### src/rtl/jt6295_pkg.sv
// Shared constants for the jt6295 ADPCM fetch stage.
// NIB_HIGH marks the nibble emitted first from each ROM byte.
package jt6295_pkg;
   localparam int   ROM_AW   = 18;
   localparam int   NUM_CH   = 4;
   localparam int   CHW      = $clog2(NUM_CH);
   localparam logic NIB_HIGH = 1'b1;

   function automatic logic [3:0] nib_pick(input logic [7:0] b, input logic hi);
      return hi ? b[7:4] : b[3:0];
   endfunction
endpackage

### src/rtl/jt6295_fetch_arb.sv
// Round-robin grant over the voices waiting for a ROM byte.
// Search starts at the channel after the one served last.
module jt6295_fetch_arb
   import jt6295_pkg::*;
(
   input  logic [NUM_CH-1:0] req,
   input  logic [CHW-1:0]    last,
   output logic [CHW-1:0]    grant,
   output logic              valid
);

   logic [CHW-1:0] idx;

   // walk from farthest to nearest so the nearest requester is written last
   always_comb begin
      grant = '0;
      valid = 1'b0;
      idx   = '0;
      for (int i = NUM_CH; i >= 1; i--) begin
         idx = last + CHW'(i);
         if (req[idx]) begin
            grant = idx;
            valid = 1'b1;
         end
      end
   end

endmodule

### src/rtl/jt6295_fetch.sv
// Per-voice playback state and ROM byte fetch for the ADPCM decoder.
// Emits one nibble per cen slot in channel order 0..3.
module jt6295_fetch
   import jt6295_pkg::*;
#(
   parameter int AW = ROM_AW,
   parameter int CH = NUM_CH
)(
   input  logic           clk,
   input  logic           rst_n,
   input  logic           cen,
   input  logic           start,
   input  logic [CHW-1:0] start_ch,
   input  logic [AW-1:0]  start_addr,
   input  logic [AW-1:0]  stop_addr,
   input  logic [3:0]     start_att,
   input  logic [CH-1:0]  stop_mask,
   output logic [CH-1:0]  busy,
   output logic [CH-1:0]  underrun,
   output logic           rom_cs,
   output logic [AW-1:0]  rom_addr,
   input  logic [7:0]     rom_data,
   input  logic           rom_ok,
   output logic [3:0]     dec_data,
   output logic           dec_en,
   output logic [3:0]     dec_att,
   output logic [CHW-1:0] dec_ch
);

   logic [AW-1:0]  addr     [CH];
   logic [AW-1:0]  end_addr [CH];
   logic [3:0]     att      [CH];
   logic [7:0]     byte_buf [CH];
   logic [CH-1:0]  buf_valid;
   logic [CH-1:0]  nib_sel;
   logic [CHW-1:0] slot;
   logic [CHW-1:0] req_ch;
   logic [CHW-1:0] last_ch;
   logic           req_stale;
   logic           start_ok;
   logic [CH-1:0]  cmd_hit;
   logic [CH-1:0]  arb_req;
   logic [CHW-1:0] arb_grant;
   logic           arb_valid;

   assign start_ok = start && (start_addr <= stop_addr);
   assign arb_req  = busy & ~buf_valid;

   // channels whose state is replaced this clk; their in-flight byte is stale
   always_comb begin
      cmd_hit = stop_mask;
      if (start_ok) cmd_hit[start_ch] = 1'b1;
   end

   jt6295_fetch_arb u_arb (
      .req   (arb_req),
      .last  (last_ch),
      .grant (arb_grant),
      .valid (arb_valid)
   );

   always_ff @(posedge clk or negedge rst_n) begin
      if (!rst_n) begin
         for (int i = 0; i < CH; i++) begin
            addr[i]     <= '0;
            end_addr[i] <= '0;
            att[i]      <= '0;
            byte_buf[i] <= '0;
         end
         buf_valid <= '0;
         nib_sel   <= {CH{NIB_HIGH}};
         busy      <= '0;
         underrun  <= '0;
         slot      <= '0;
         dec_data  <= '0;
         dec_en    <= 1'b0;
         dec_att   <= '0;
         dec_ch    <= '0;
         rom_cs    <= 1'b0;
         rom_addr  <= '0;
         req_ch    <= '0;
         req_stale <= 1'b0;
         last_ch   <= CHW'(CH - 1);
      end else begin
         if (cen) begin
            slot     <= slot + CHW'(1);
            dec_ch   <= slot;
            dec_att  <= att[slot];
            dec_en   <= busy[slot];
            dec_data <= '0;
            if (busy[slot]) begin
               if (buf_valid[slot]) begin
                  dec_data      <= nib_pick(byte_buf[slot], nib_sel[slot] == NIB_HIGH);
                  nib_sel[slot] <= ~nib_sel[slot];
                  if (nib_sel[slot] != NIB_HIGH) begin
                     buf_valid[slot] <= 1'b0;
                     if (addr[slot] == end_addr[slot]) busy[slot] <= 1'b0;
                     else                              addr[slot] <= addr[slot] + AW'(1);
                  end
               end else begin
                  underrun[slot] <= 1'b1;
               end
            end
         end

         if (rom_cs) begin
            if (cmd_hit[req_ch]) req_stale <= 1'b1;
            if (rom_ok) begin
               rom_cs <= 1'b0;
               if (!req_stale) begin
                  byte_buf[req_ch]  <= rom_data;
                  buf_valid[req_ch] <= 1'b1;
               end
            end
         end else if (arb_valid) begin
            rom_cs    <= 1'b1;
            rom_addr  <= addr[arb_grant];
            req_ch    <= arb_grant;
            last_ch   <= arb_grant;
            req_stale <= cmd_hit[arb_grant];
         end

         // commands last so they override slot and capture updates
         for (int i = 0; i < CH; i++) begin
            if (stop_mask[i]) begin
               busy[i]      <= 1'b0;
               buf_valid[i] <= 1'b0;
            end
         end
         if (start_ok) begin
            addr[start_ch]      <= start_addr;
            end_addr[start_ch]  <= stop_addr;
            att[start_ch]       <= start_att;
            nib_sel[start_ch]   <= NIB_HIGH;
            buf_valid[start_ch] <= 1'b0;
            underrun[start_ch]  <= 1'b0;
            busy[start_ch]      <= 1'b1;
         end
      end
   end

endmodule
### config.mk
export PLATFORM = sky130hd
export DESIGN_NAME = jt6295_fetch
export DESIGN_NICKNAME = d
export VERILOG_FILES = /design/src/rtl/jt6295_pkg.sv /design/src/rtl/jt6295_fetch_arb.sv /design/src/rtl/jt6295_fetch.sv
export SDC_FILE = /design/constraint.sdc
export NUM_CORES = 1
export LEC_CHECK = 0
export CORE_MARGIN = 8
export CORE_UTILIZATION = 53
export DETAILED_ROUTE_END_ITERATION = 8
export PLACE_DENSITY = 0.76
export SKIP_LAST_GASP = 1
export SLEW_MARGIN = 10
export SYNTH_ARGS = -nofsm -noshare
export SYNTH_HDL_FRONTEND = slang
export SYNTH_HIERARCHICAL = 1
export SYNTH_SLANG_ARGS = --single-unit
### constraint.sdc
create_clock -name clk -period 3 [get_ports clk]
set_clock_uncertainty 0.15 [all_clocks]
set_input_delay 0.6 -clock clk [delete_from_list [all_inputs] [get_ports clk]]
set_output_delay 0.6 -clock clk [all_outputs]
set_load 0.01 [all_outputs]
==> flow_metrics.env <==
export IMPL_cts_buffers=26
export IMPL_ctsLongestPathBuffers=3
export IMPL_cts_tree="done"
export IMPL_maxCapViolations=0
export IMPL_die_x_um=170
export IMPL_yosysUniqueCellTypes=51
export IMPL_yosys_top_cells_area="dfrtp_1 47%, mux4_2 12%, nand2_1 8.4%"
export IMPL_syn_nets=1238
export IMPL_finalNetCount=1429
export IMPL_synth_seq_area_share=0.486
export IMPL_ys_ff_latch=245
export IMPL_dpl_cell_area_um2=14700
export IMPL_cp_common_cell="buf_12"
export IMPL_synth_area_um2=12600
export IMPL_maxSlewViolCount=0
export IMPL_hold_violations=0
export IMPL_initial_utilization=0.538
export IMPL_syn_inst=1156
export IMPL_dp_cells=1612
export IMPL_post_route_min_period_ns=3.06
export IMPL_drive_above_1_share=0.240
export IMPL_path_cells="buf_12 -> buf_12 -> mux4_2 -> xnor2_1 -> nand4_1 -> nor3_2 -> nand4_2 -> nor2b_4 -> buf_12 -> mux2i_1 -> o21ai_1"
export IMPL_stdcell_count=1687
export IMPL_path_clk_slew_ns=0.07
export IMPL_violations="setup timing"
export IMPL_grt_pass1_wl_um=54000
export IMPL_vdd_drop_max_uv=402
export IMPL_worst_slack_ns=-0.0621
export IMPL_place_gp_congestion=0.896
export IMPL_io_pins=97
export IMPL_startpoint_type="register"
export IMPL_rows=56
export IMPL_first_pass_iters=7
export IMPL_wl_per_cell_um=20.2
export IMPL_grt_max_degree=66
export IMPL_cts_root_buf="clkbuf_16"
export IMPL_synth_edf_count=0
export IMPL_final_cell_area_um2=16100
export IMPL_synth_async_reset_ratio=1.00
export IMPL_leakage_nw=7.03
export IMPL_synth_commonest_cells="282 x nand2_1, 239 x dfrtp_1, 82 x o21ai_0, 76 x mux2i_1, 69 x o21ai_1"
export IMPL_yosysMostFrequentCell="nand2_1"
export IMPL_drt_iter0_drc=1015
export IMPL_die_h_um=170
export IMPL_dp_hpwl_um=23700
export IMPL_synth_area_leader_cell="dfrtp_1"
export IMPL_worstPathMaxFanout=18
export IMPL_synth_ff_type="dfrtp_1"
export IMPL_finalSetupViolCount=61
export IMPL_vias_per_cell=5.78
export IMPL_antenna_found_initial=2
export IMPL_numPortBuffers=96
export IMPL_crit_path_max_incr_delay_ns=0.53
export IMPL_clock_latency_ns=0.53
export IMPL_yosys_warnings=6
export IMPL_numClockSinks=245
export IMPL_core_area_um2=23500
export IMPL_outcome="complete, but fails checks"
export IMPL_grt_overflow=0
export IMPL_htree_num_levels=1
export IMPL_rsz0062_at_grt="true"
export IMPL_grt_use_total=0.234
export IMPL_area_growth_pct=27.3
export IMPL_detail_route_antenna_nets=0
export IMPL_fmax_mhz=327
export IMPL_required_ns=3.25
export IMPL_die_area_um2=29000
export IMPL_cp_arrival_ns=3.31
export IMPL_min_path_type="reg2reg"
export IMPL_crit_slowest_cell="dfrtp_4"
export IMPL_power_total_mw=14.6
export IMPL_yosysTopAreaCellShare=0.473
export IMPL_fin_crit_sh=1.02
export IMPL_syn_area_per_cell_um2=10.9
export IMPL_worst_pin_slew_ns=0.802
export IMPL_slew_headroom=0.464
export IMPL_crit_type="reg2reg"
export IMPL_drcViolationCount=0
export IMPL_first_global_vias=10100
export IMPL_setup_worst_path_end_class="register"
export IMPL_wl_um=34000
export IMPL_vias=9749
export IMPL_powerDensity_nw_per_um2=905
-- final cells by class --
class,count,area [um^2]
diodes,2,5.00
clock buffers,34,752
clock inverters,13,201
fillers,1671,7380
inverters,35,131
multi-input cells,811,6170
flip-flops and latches,245,6140
well taps,319,399
repair buffers,228,2290
-- placed cells by master (no fill, tap or decap), types with 17 or more instances in the layout --
cell,netlist,routed
inv_1,33,33
mux4_2,68,68
dfrtp_1,239,237
clkdlybuf4s50_1,0,94
clkbuf_16,0,28
nor2_1,18,18
mux2i_1,76,74
nand2_1,282,282
o21ai_1,69,68
mux2_2,42,42
xnor2_1,26,17
o21ai_0,82,82
ha_1,23,23
buf_4,3,103
buf_12,0,24
-- worst max-delay path, delay by kind of cell, from the launching register on --
kind / cells / cell delay, ns
flip-flops: 1 / 0.53
AND/OR/NAND/NOR: 4 / 0.69
buffers and inverters: 3 / 0.45
multiplexers: 2 / 0.70
AO/OA/AOI/OAI: 1 / 0.08
XOR/XNOR: 1 / 0.28
-- flip-flops by register name, indices dropped and copies added (netlist names), 16 cells and up --
signal	cells
att	16
addr	72
byte_buf	32
rom_addr	18
end_addr	72
-- metrics by stage --
| step | hold slack, ns | setup WS (ns) | util | setup TNS, ns |
|---|---|---|---|---|
| after global routing | 0.345 | -0.180 | 0.685 | -10.37 |
| after global placement | 0.303 | -0.351 | 0.627 | -38.88 |
| final | 0.319 | -0.0621 | 0.685 | -1.23 |
| after CTS | 0.324 | 0.00719 | 0.673 | 0 |
| after floorplan | 0.154 | 0.177 | - | 0 |
| after detailed placement | 0.308 | -0.510 | 0.627 | -63.68 |
-- worst paths after layout --
path	cells after the start	slack, ns	endpoint	from
max	11	-0.06	addr[60]	slot[0]
min	2	0.32	att[3]	att[3]
max reg2reg	11	-0.06	addr[60]	slot[0]
min reg2reg	2	0.32	att[3]	att[3]
max in group asynchronous	3	1.51	addr[40]	rst_n
min in group asynchronous	2	0.46	end_addr[25]	rst_n
-- kinds of logic (layout without fill, tap and decap cells) --
kind of cell               after synthesis  after routing  synth area share
other                                    0              2                 0
and+or+nand+nor                        374            374             0.128
muxes                                  186            186             0.219
buffers and inverters                  100            310            0.0385
adders and majority gates               23             23            0.0228
AOI/OAI and AO/OA                      193            193            0.0822
DFF                                    245            245             0.486
xor gates and xnor gates                35             35            0.0243
-- power by group --
part           leakage, nW  switching [mW]  internal [mW]
registers             3.08           0.618           4.28
clock network        0.468            1.34           2.20
logic                 3.48            2.94           3.19
total                 7.03            4.90           9.67
-- layer usage --
layer  vias up  GRT usage  share of wire
met5         -          0              0
met4         0     0.0728          0.026
met3        47     0.0447          0.069
met2       353      0.382           0.49
met1      4912      0.311           0.42
li1       4437          -              -
-- repair_timing --
item / CTS / global route
endpoints found under the setup margin: 72 / 154
setup buffers: 4 / 25
gates cloned: 0 / 1
resized for setup: 4 / 16
endpoints found under the hold margin: 60 / 0
hold buffers: 1 / 0
pin swaps: 2 / 12
Note: power is estimated with default switching activity, not from simulation.
